`src/rtl/ctrl_sequencer_if.sv`:
```
// Program-load / playback bus between a host and ctrl_sequencer.
// The master drives the program store and start; the slave returns the datapath control stream.
interface ctrl_sequencer_if #(
  parameter int AW = 4
);
  logic          prog_we;
  logic [AW-1:0] prog_addr;
  logic [16:0]   prog_data;
  logic          start;
  logic [AW:0]   len;
  logic [8:0]    c;
  logic [7:0]    imm;
  logic          busy;
  logic          done;
  logic [AW-1:0] pc;

  modport master (
    output prog_we, prog_addr, prog_data, start, len,
    input  c, imm, busy, done, pc
  );

  modport slave (
    input  prog_we, prog_addr, prog_data, start, len,
    output c, imm, busy, done, pc
  );
endinterface

```
`src/rtl/ctrl_sequencer.sv`:
```
// Program-store sequencer: plays {imm, c} words one per issue edge onto the ALU datapath.
// Optional SEQ_STEP_EN adds a 'step' input that gates word issue while running.
module ctrl_sequencer #(
  parameter int DEPTH = 16,
  parameter int AW    = 4
) (
  input  logic clk,
  input  logic reset,
`ifdef SEQ_STEP_EN
  input  logic step,
`endif
  ctrl_sequencer_if.slave bus
);

  localparam logic [8:0]  NOP_C   = 9'h1F8;
  localparam logic [AW:0] DEPTH_W = (AW+1)'(DEPTH);

  typedef enum logic {IDLE, RUN} state_t;

  state_t        state;
  logic [16:0]   mem [DEPTH];
  logic [AW:0]   n_q;
  logic [AW-1:0] pc_q;
  logic [8:0]    c_q;
  logic [7:0]    imm_q;
  logic          busy_q;
  logic          done_q;

  logic [AW:0]   len_clip;
  logic [AW-1:0] pc_nxt;
  logic          last;
  logic          adv;

  assign len_clip = (bus.len > DEPTH_W) ? DEPTH_W : bus.len;
  assign pc_nxt   = pc_q + AW'(1);
  assign last     = ({1'b0, pc_q} == (n_q - (AW+1)'(1)));

`ifdef SEQ_STEP_EN
  assign adv = step;
`else
  assign adv = 1'b1;
`endif

  // Store has no reset so a program survives a mid-run abort.
  always_ff @(posedge clk) begin
    if (bus.prog_we && state == IDLE)
      mem[bus.prog_addr] <= bus.prog_data;
  end

  always_ff @(posedge clk) begin
    if (reset) begin
      state  <= IDLE;
      n_q    <= '0;
      pc_q   <= '0;
      c_q    <= NOP_C;
      imm_q  <= '0;
      busy_q <= 1'b0;
      done_q <= 1'b0;
    end else begin
      done_q <= 1'b0;
      case (state)
        IDLE: begin
          if (bus.start) begin
            if (bus.len != '0) begin
              state          <= RUN;
              busy_q         <= 1'b1;
              n_q            <= len_clip;
              pc_q           <= '0;
              {imm_q, c_q}   <= mem[0];
            end else begin
              done_q <= 1'b1;
            end
          end
        end
        RUN: begin
          if (adv) begin
            if (last) begin
              state  <= IDLE;
              busy_q <= 1'b0;
              done_q <= 1'b1;
              pc_q   <= '0;
              c_q    <= NOP_C;
              imm_q  <= '0;
            end else begin
              pc_q         <= pc_nxt;
              {imm_q, c_q} <= mem[pc_nxt];
            end
          end else begin
            // Stalled edge: hold position, keep the datapath idle.
            c_q   <= NOP_C;
            imm_q <= '0;
          end
        end
        default: state <= IDLE;
      endcase
    end
  end

  assign bus.c    = c_q;
  assign bus.imm  = imm_q;
  assign bus.busy = busy_q;
  assign bus.done = done_q;
  assign bus.pc   = pc_q;

endmodule
```
`src/flat_wrapper.sv`:
```
// flat-port wrapper written by rule: the top's interface ports become plain ports
module ctrl_sequencer_flat 
#(
  parameter int DEPTH = 16,
  parameter int AW    = 4
)
  (clk, reset, bus_prog_we, bus_prog_addr, bus_prog_data, bus_start, bus_len, bus_c, bus_imm, bus_busy, bus_done, bus_pc);
  ctrl_sequencer_if #(.AW(AW)) bus_i ();
  input  logic clk;
  input  logic reset;
  input wire logic [$bits(bus_i.prog_we)-1:0] bus_prog_we;
  input wire logic [$bits(bus_i.prog_addr)-1:0] bus_prog_addr;
  input wire logic [$bits(bus_i.prog_data)-1:0] bus_prog_data;
  input wire logic [$bits(bus_i.start)-1:0] bus_start;
  input wire logic [$bits(bus_i.len)-1:0] bus_len;
  output wire logic [$bits(bus_i.c)-1:0] bus_c;
  output wire logic [$bits(bus_i.imm)-1:0] bus_imm;
  output wire logic [$bits(bus_i.busy)-1:0] bus_busy;
  output wire logic [$bits(bus_i.done)-1:0] bus_done;
  output wire logic [$bits(bus_i.pc)-1:0] bus_pc;
  assign bus_i.prog_we = bus_prog_we;
  assign bus_i.prog_addr = bus_prog_addr;
  assign bus_i.prog_data = bus_prog_data;
  assign bus_i.start = bus_start;
  assign bus_i.len = bus_len;
  assign bus_c = bus_i.c;
  assign bus_imm = bus_i.imm;
  assign bus_busy = bus_i.busy;
  assign bus_done = bus_i.done;
  assign bus_pc = bus_i.pc;
  ctrl_sequencer #(.DEPTH(DEPTH), .AW(AW)) u_core (.clk(clk), .reset(reset), .bus(bus_i));
endmodule
```
`config.mk`:
```
export PLATFORM = sky130hd
export DESIGN_NAME = ctrl_sequencer_flat
export DESIGN_NICKNAME = d
export VERILOG_FILES = /design/src/rtl/ctrl_sequencer_if.sv /design/src/rtl/ctrl_sequencer.sv /design/src/flat_wrapper.sv
export SDC_FILE = /design/constraint.sdc
export NUM_CORES = 1
export LEC_CHECK = 0
export CORE_MARGIN = 3
export CORE_UTILIZATION = 54
export DETAILED_ROUTE_END_ITERATION = 16
export MAX_ROUTING_LAYER = met4
export PLACE_DENSITY_LB_ADDON = 0.12
export SLEW_MARGIN = 10
export SYNTH_ARGS = -nofsm -noshare
export SYNTH_HDL_FRONTEND = slang
export SYNTH_SLANG_ARGS = --single-unit
```
`constraint.sdc`:
```
create_clock -name clk -period 2.85 [get_ports clk]
set_input_delay 0.57 -clock clk [delete_from_list [all_inputs] [get_ports clk]]
set_output_delay 0.57 -clock clk [all_outputs]
set_load 0.05 [all_outputs]
```
After elaboration in Yosys (flattened, before gate mapping)
Memory sizes are Yosys's and may differ from the RTL's.
Cells that the tools add are included.
{"block": "classes", "add_sub_neg": 2, "n_mul": 0, "div_mod_pow": 0, "magnitude_cmp": 1, "eq_ne": 4, "shifts": 0, "n_mux": 27, "n_bitwise": 1, "reduce_logical": 5}
{"op": "9-bit 2-to-1 mux", "n": 3}
{"op": "8-bit 2-to-1 mux", "n": 3}
{"op": "9-bit one-hot mux with 2 select lines", "n": 1}
{"op": "8-bit one-hot mux with 2 select lines", "n": 1}
{"op": "4-bit 2-to-1 mux", "n": 3}
{"op": "1-bit 2-to-1 mux", "n": 11}
{"op": "4-bit one-hot mux with 2 select lines", "n": 1}
{"op": "2-bit inequality test, second input constant", "n": 3}
{"op": "1-bit one-hot mux with 2 select lines", "n": 3}
{"op": "3-bit AND reduction", "n": 2}
{"op": "4-bit by 5-bit == test with 1-bit output", "n": 1}
{"op": "5-bit > comparator, second input constant", "n": 1}
{"op": "5-bit 2-to-1 mux", "n": 1}
{"op": "5-bit nonzero test", "n": 1}
{"op": "5-bit by 1-bit subtractor with 5-bit output, second input constant", "n": 1}
{"op": "4-bit by 1-bit adder with 4-bit output, second input constant", "n": 1}
{"op": "2-bit AND reduction", "n": 1}
{"op": "1-bit logical AND", "n": 1}
{"op": "1-bit inverter", "n": 1}
{"block": "word_totals", "register_bits": 29, "latch_bits": 0, "mem_bits_rw": 272, "rom_bits": 0, "in_bits": 30, "output_inout_bits": 23, "memories": 1}
{"memory": "u_core.mem", "depth": 16, "word_bits": 17, "rd": 2, "rd_clocked_by_memory_dff": 0, "write_ports": 1, "line_no": "ctrl_sequencer.sv:21", "source": "logic [16:0] mem [DEPTH];"}

Logic depth before layout (Yosys ltp)
Gate-level depths: netlist of run 1.
{"block": "logic_depth", "depth_word": 4, "depth_mapped": 9, "depth_no_buf": 7}

Worst setup path after synthesis of run 1
Ideal clock, no wire load.
{"block": "synth_path", "path_type": "input port to flip-flop", "from": "input bus_prog_we", "to": "memory u_core.mem[8][0] (enable)", "setup_ns": 0.413, "arrival_ns": 2.322, "slack_ns": 0.116, "path_stages": 3, "n_path_buf": 0, "path_cell_list": "nand2_1 > or3b_2 > nor3_1"}
{"block": "synth_between", "elab_chain_len": 3}
{"element": "from (decl)", "line_no": "flat_wrapper.sv:11", "source": "input wire logic [$bits(bus_i.prog_we)-1:0] bus_prog_we;"}
{"element": "1-bit logical AND", "line_no": "ctrl_sequencer.sv:46", "source": "if (bus.prog_we && state == IDLE)"}
{"element": "1-bit 2-to-1 mux", "line_no": "ctrl_sequencer.sv:46"}
{"element": "1-bit 2-to-1 mux (implied by the code)", "line_no": "ctrl_sequencer.sv:47", "source": "mem[bus.prog_addr] <= bus.prog_data;"}
{"element": "to (decl)", "line_no": "ctrl_sequencer.sv:21"}
No other way between the ends.

Final worst setup path of run 1
{"block": "layout_path", "from": "register u_core.pc_q[2], in the netlist u_core.bus.pc[2]", "to": "output bus_pc[2]"}
{"element": "from (decl)", "line_no": "ctrl_sequencer.sv:23", "source": "logic [AW-1:0] pc_q;"}
{"element": "from (signal assigned)", "line_no": "ctrl_sequencer.sv:85", "source": "pc_q <= pc_nxt;"}
{"element": "to (decl)", "line_no": "flat_wrapper.sv:20", "source": "output wire logic [$bits(bus_i.pc)-1:0] bus_pc;"}
No word-level cell between the ends.

==> qor.csv, run 1 <==
stage,metric,value,unit
synth,yosysMostFrequentCell,edfxtp_1,
floorplan,rows,53,
critical_path,r2r_cells,8,
critical_path,r2r_slack,370,ps
cts,clockBufferDepth,3,
drt,drc,0,
synth,syn_area,0.01196,mm^2
drt,vias_per_cell,6.154,
sta,slew_headroom,45.49,%
cells_and_area,multiInputGateArea,0.003020,mm^2
floorplan,die_h,154.8,um
cts,numCtsBuffers,30,
cts,hold_buffers,0,
grt,track_usage,22.15,%
cells_and_area,diodes,0,
cells_and_area,nNetsFinal,733,
critical_path,cp_slowest_cell,clkdlybuf4s50_1,
sta,max_freq,382.2,MHz
grt,grt_pass1_wl,38780,um
cts,cts_tree,yes,
drt,ant_nets,0,
critical_path,start_kind,register,
grt,antenna_found_initial,0,
synth,yosysUniqueCellTypes,43,
cts,post-cts-setup-buffers,0,
synth,yosysSeqAreaShare,73.16,%
critical_path,endpoint_kind,output port,
sta,rsz0062_at_grt,no,
hold_path,holdPathStages,2,
critical_path,cp_max_fo,8,
floorplan,die_x,154.8,um
critical_path,crit_arrival,2050,ps
drt,drt_wl_total,25290,um
grt,grt_pass1_vias,6439,
drt,drt_iter0_markers,497,
critical_path,max_stage_delay,890,ps
sta,hold_violations,0,
sta,fin_crit,2617,ps
critical_path,crit_chain,clkdlybuf4s50_1,
sta,worstMarginPinSlew,815.1,ps
synth,synth_top_area_share,68.31,%
critical_path,critical-path-top-delay-family,buffers and inverters,
critical_path,worstSetupStartpoint,u_core.bus.pc[2],
drt,post_drt_wl_per_cell,25.34,um
sta,period_share,91.81,%
synth,synth-warning-count,0,
cells_and_area,layout.area.seq,0.008752,mm^2
placed_design,gp_congestion,0.7983,
hold_path,min_from,u_core.bus.busy,
cells_and_area,drive_gt1_share,21.44,%
sta,fin_tns_setup,0,ps
cts,clk_root_buffer_cell,clkbuf_16,
floorplan,core_area,0.02142,mm^2
synth,synthTopCellsByArea,"edfxtp_1 (68%), mux4_2 (11%), dfxtp_1 (4.9%), mux2i_1 (3.3%), mux4_1 (2.0%)",
cells_and_area,syn2layout_area_growth,16.81,%
critical_path,r2r_start,u_core.bus.pc[0],
cts,cts_sinks,301,
grt,overflow,0,
critical_path,r2r_end,u_core.bus.c[3],
synth,synth_cells,610,
cts,htree_levels,1,
cts,insertion_delay,540,ps
hold_path,holdCritPathClass,register to register,
synth,syn-num-nets,642,
cells_and_area,n_fill_cell,1446,
placed_design,dpl.hpwl,15240,um
synth,synth_edf_count,272,
critical_path,required,2280,ps
floorplan,dieArea,0.02397,mm^2
pwr,p_per_area,661.7,mW/mm^2
synth,synth-seq-cells,301,
placed_design,io_buffers,52,
sta,setup-violations-final,0,
synth,ys.flop_type,edfxtp_1,
critical_path,cp_num_buf_inv,1,
pwr,p_total,9.243,mW
cells_and_area,final_util,65.21,%
synth,yosys.area.top_type,edfxtp_1,
grt,grt_max_degree,46,
job,maxCapViolCount,0,
floorplan,top_level_ports,53,
synth,synthArstFlopShare,0,%
synth,syn_avg_cell_area,19.60,um^2
drt,vias,6142,
critical_path,worstSetupPathType,register to output port,
run_status,outcome,finished clean,
floorplan,start_util,55.83,%
pwr,peakVddDrop,0.4477,mV
cts,path_clk_slew,60,ps
hold_path,min_to,u_core.bus.busy,
cts,cts_resized,1,
drt,first_pass_iters,4,
pwr,leakage,4.498,nW
sta,clock_skew,9.505,ps
synth,yosys-top-cells-count,"edfxtp_1 (272), mux4_2 (59), mux2i_1 (39)",
sta,slew_violations,0,
layer usage:
metal / vias to the layer above / track usage (%) / routed length, um
li1: 2684 / - / -
met1: 3217 / 32.69 / 11430
met2: 201 / 33.96 / 12060
met3: 40 / 3.022 / 1414
met4: 0 / 4.668 / 381
met5: - / - / 0
metrics by stage:
stage	cell area, um^2	instances	setup slack, ps	hold WS (ps)
detailed placement	13070	944	361.2	474.6
global placement	13070	944	383.0	473.2
CTS	13970	998	224.0	488.4
finish	13970	998	233.3	486.8
global route	13970	998	173.8	519.5
floorplan	11960	610	115.9	462.6
state kept, by name, summed over array words and instances, names as in the netlist:
signal,flops
u_core.bus.busy,1
u_core.bus.c,9
u_core.bus.done,1
u_core.bus.imm,8
u_core.bus.pc,4
u_core.mem,272
u_core.n_q,5
u_core.state,1
how the worst max path moves through the flow:
stage / endpoint / cells past startpoint
3_3_place_gp: u_core.bus.c[3] / 8
6_report: bus_pc[2] / 1
5_1_grt: bus_pc[2] / 1
2_1_floorplan: u_core.mem[8][0] / 3
4_1_cts: bus_pc[2] / 1
3_5_place_dp: u_core.bus.pc[2] / 7
logic make-up (layout without fill, tap and decap cells):
| kind of cell | Yosys count | count (layout) | synth area share [%] |
|---|---|---|---|
| DFF | 301 | 301 | 73.16 |
| buffers and inverters | 38 | 151 | 2.030 |
| xor gates and xnor gates | 7 | 7 | 0.5755 |
| muxes | 107 | 107 | 16.35 |
| AOI/OAI and AO/OA | 73 | 73 | 4.206 |
| and+or+nand+nor | 82 | 82 | 3.464 |
| adders and majority gates | 2 | 2 | 0.2092 |
cells in the final DEF, fill, tap and decap left out, types with 2 or more instances in the layout:
cell             instances
a211o_1                  6
a211oi_1                 6
a21oi_1                 20
a31oi_1                 12
a32oi_1                  2
buf_12                   9
buf_4                   32
clkbuf_1                11
clkbuf_16               31
clkbuf_8                 3
clkdlybuf4s50_1         51
clkinv_1                 5
clkinv_2                 4
dfxtp_1                 28
edfxtp_1               272
inv_1                    4
mux2i_1                 39
mux4_1                   9
mux4_2                  59
nand2_1                  7
nand2b_1                 3
nand3b_1                 6
nand4b_1                 2
nor2_1                  27
nor2_2                   5
nor2b_1                  7
nor3_1                  14
nor3_2                   4
o211ai_1                 6
o21a_1                  12
o21ai_0                  5
xnor2_1                  2
xor2_1                   3
final cells by class:
class	count	share of cell area (%)
inverters	4	0.1075
multi-input cells	271	21.62
clock buffers	45	6.145
clock inverters	9	0.2777
repair buffers	93	6.727
well taps	275	2.463
flip-flops and latches	301	62.66
power breakdown:
part           switching [mW]  leakage (nW)  internal [mW]
Sequential             0.0365          2.69           4.88
Combinational           0.416          1.36          0.310
Clock                    1.54         0.440           2.06
Total                    2.00          4.50           7.25
worst register-to-register path: cells and delay by family, from the launching register on:
kind	cells	cell delay, ps
simple gates	1	160
buf+inv	2	450
mux	1	400
fa+ha+maj	1	390
flops	1	430
compound gates	3	510
(Power assumes the default switching activity.)
==> run 2, diff against run 1 <==
ABC_AREA = 1   (was default)
CORE_UTILIZATION = 45   (was 54)
==> qor.csv, run 2 <==
stage,metric,value,unit
cells_and_area,regMostFlops,u_core.mem,
floorplan,core_area,0.02725,mm^2
drt,vias_per_cell,5.198,
grt,grt_pass1_wl,47910,um
sta,period_share,88.70,%
cts,post-cts-setup-buffers,0,
pwr,leakage,5.468,nW
grt,track_usage,21.13,%
critical_path,r2r_cells,10,
synth,synthArstFlopShare,0,%
critical_path,crit_arrival,1960,ps
critical_path,worstSetupPathType,register to output port,
critical_path,required,2280,ps
synth,yosys.area.top_type,edfxtp_1,
critical_path,cp_max_fo,7,
cts,hold_buffers,0,
critical_path,crit_chain,clkdlybuf4s50_1,
run_status,outcome,finished clean,
pwr,p_per_area,675.4,mW/mm^2
synth,synth_top_family_by_area,simple AND/OR/NAND/NOR gates,
synth,synth_edf_count,272,
cts,cts_sinks,301,
critical_path,cp_slowest_cell,clkdlybuf4s50_1,
floorplan,dieArea,0.03005,mm^2
floorplan,start_util,46.25,%
synth,synthSimpleGateAreaFrac,23.35,%
cts,cts_tree,yes,
cells_and_area,nNetsFinal,1276,
synth,yosysMostFrequentCell,nand2_1,
critical_path,critical-path-top-delay-family,buffers and inverters,
cells_and_area,layout_common_cells,"nand2_1 (394), edfxtp_1 (272), nand3_1 (197)",
job,maxCapViolCount,0,
cts,insertion_delay,560,ps
cts,htree_levels,1,
critical_path,max_stage_delay,870,ps
sta,slew_headroom,43.94,%
cells_and_area,syn2layout_area_growth,15.74,%
synth,yosys-top-cells-count,"nand2_1 (394), edfxtp_1 (272), nand3_1 (197)",
synth,synthMuxAreaShare,0,%
floorplan,top_level_ports,53,
sta,clock_skew,15.36,ps
synth,synth-compound-area-share,2.105,%
grt,overflow,0,
synth,synth_cells,1185,
synth,synthAdderAreaFrac,0.1986,%
critical_path,endpoint_kind,output port,
synth,yosysSeqAreaShare,69.41,%
sta,fin_tns_setup,0,ps
placed_design,dpl.hpwl,18380,um
sta,slew_violations,0,
floorplan,die_h,173.4,um
synth,synth-xor-area-share,0.2581,%
cells_and_area,diodes,0,
synth,synth_top_area_share,64.81,%
synth,syn_avg_cell_area,10.64,um^2
hold_path,holdPathStages,2,
drt,ant_nets,0,
synth,synth-warning-count,0,
drt,drc,0,
placed_design,io_buffers,52,
drt,post_drt_wl_per_cell,19.07,um
synth,syn-num-nets,1217,
cts,clockBufferDepth,3,
pwr,peakVddDrop,0.3716,mV
cts,path_clk_slew,60,ps
sta,fin_crit,2528,ps
drt,first_pass_iters,5,
cells_and_area,final_common_cell,nand2_1,
synth,synthTopCellsByArea,"edfxtp_1 (65%), nand2_1 (12%), nand3_1 (7.8%), dfxtp_1 (4.6%), nor2_1 (3.1%)",
sta,setup-violations-final,0,
hold_path,holdCritPathClass,register to register,
cts,clk_root_buffer_cell,clkbuf_16,
grt,grt_max_degree,114,
sta,hold_violations,0,
grt,grt_pass1_vias,8185,
critical_path,start_kind,register,
placed_design,gp_congestion,0.8463,
floorplan,die_x,173.4,um
sta,rsz0062_at_grt,no,
sta,worstMarginPinSlew,838.3,ps
cells_and_area,drive_gt1_share,8.517,%
pwr,p_total,9.851,mW
critical_path,cp_num_cells,1,
synth,syn_area,0.01260,mm^2
grt,antenna_found_initial,0,
drt,drt_wl_total,31280,um
synth,yosysUniqueCellTypes,27,
drt,vias,8525,
cells_and_area,final_util,53.53,%
sta,max_freq,395.6,MHz
cts,numCtsBuffers,31,
cts,cts_resized,0,
floorplan,rows,60,
synth,synth-seq-cells,301,
synth,ys.flop_type,edfxtp_1,
cells_and_area,largest_reg_flops,272,
critical_path,cp_num_buf_inv,1,
drt,drt_iter0_markers,889,
-- run 2: area by class of cell --
type	instances	area (um^2)
clock buffer	39	805.8
tap	372	465.4
sequential	301	8752
inverter	61	234.0
multi-input combinational	763	3323
clock inverter	18	167.7
fill	2410	12660
timing repair buffer	86	838.3
-- run 2: power breakdown --
group | switching [mW] | total [mW] | internal (mW)
Combinational | 0.723 | 1.04 | 0.315
Sequential | 0.0336 | 4.92 | 4.89
Clock | 1.63 | 3.89 | 2.26
Total | 2.39 | 9.85 | 7.46
-- run 2: per-layer routing --
| metal | global-route usage, % | wire [um] |
|---|---|---|
| met1 | 31.46 | 14850 |
| met2 | 31.29 | 13910 |
| met3 | 3.044 | 2015 |
| met4 | 4.223 | 507 |
| met5 | - | 0 |
-- run 2: path summary, 6_finish.rpt --
kind                                  startpoint                 to  slack (ps)
worst min register to register     u_core.n_q[1]      u_core.n_q[1]         490
worst min-delay path               u_core.n_q[1]      u_core.n_q[1]         490
worst max register to register  u_core.bus.pc[1]  u_core.bus.imm[7]         580
worst max-delay path            u_core.bus.pc[2]          bus_pc[2]         320
-- run 2: stage by stage --
| step | setup WS [ps] | cell area (um^2) | hold WS (ps) | cells |
|---|---|---|---|---|
| 6_report | 322.0 | 14590 | 488.4 | 1640 |
| 5_1_grt | 235.3 | 14590 | 518.7 | 1640 |
| 4_1_cts | 296.9 | 14590 | 490.0 | 1640 |
| 3_5_place_dp | 447.9 | 13610 | 478.3 | 1583 |
| 3_3_place_gp | 483.7 | 13610 | 475.3 | 1583 |
| 2_1_floorplan | 343.0 | 12600 | 454.0 | 1185 |
-- run 2: logic make-up (layout without fill, tap and decap cells) --
group                    after synthesis  after routing
adder cells (fa/ha/maj)                2              2
AND/OR/NAND/NOR                      707            707
XOR/XNOR                               2              2
flip-flops                           301            301
buffers and inverters                121            204
AO/OA/AOI/OAI                         52             52
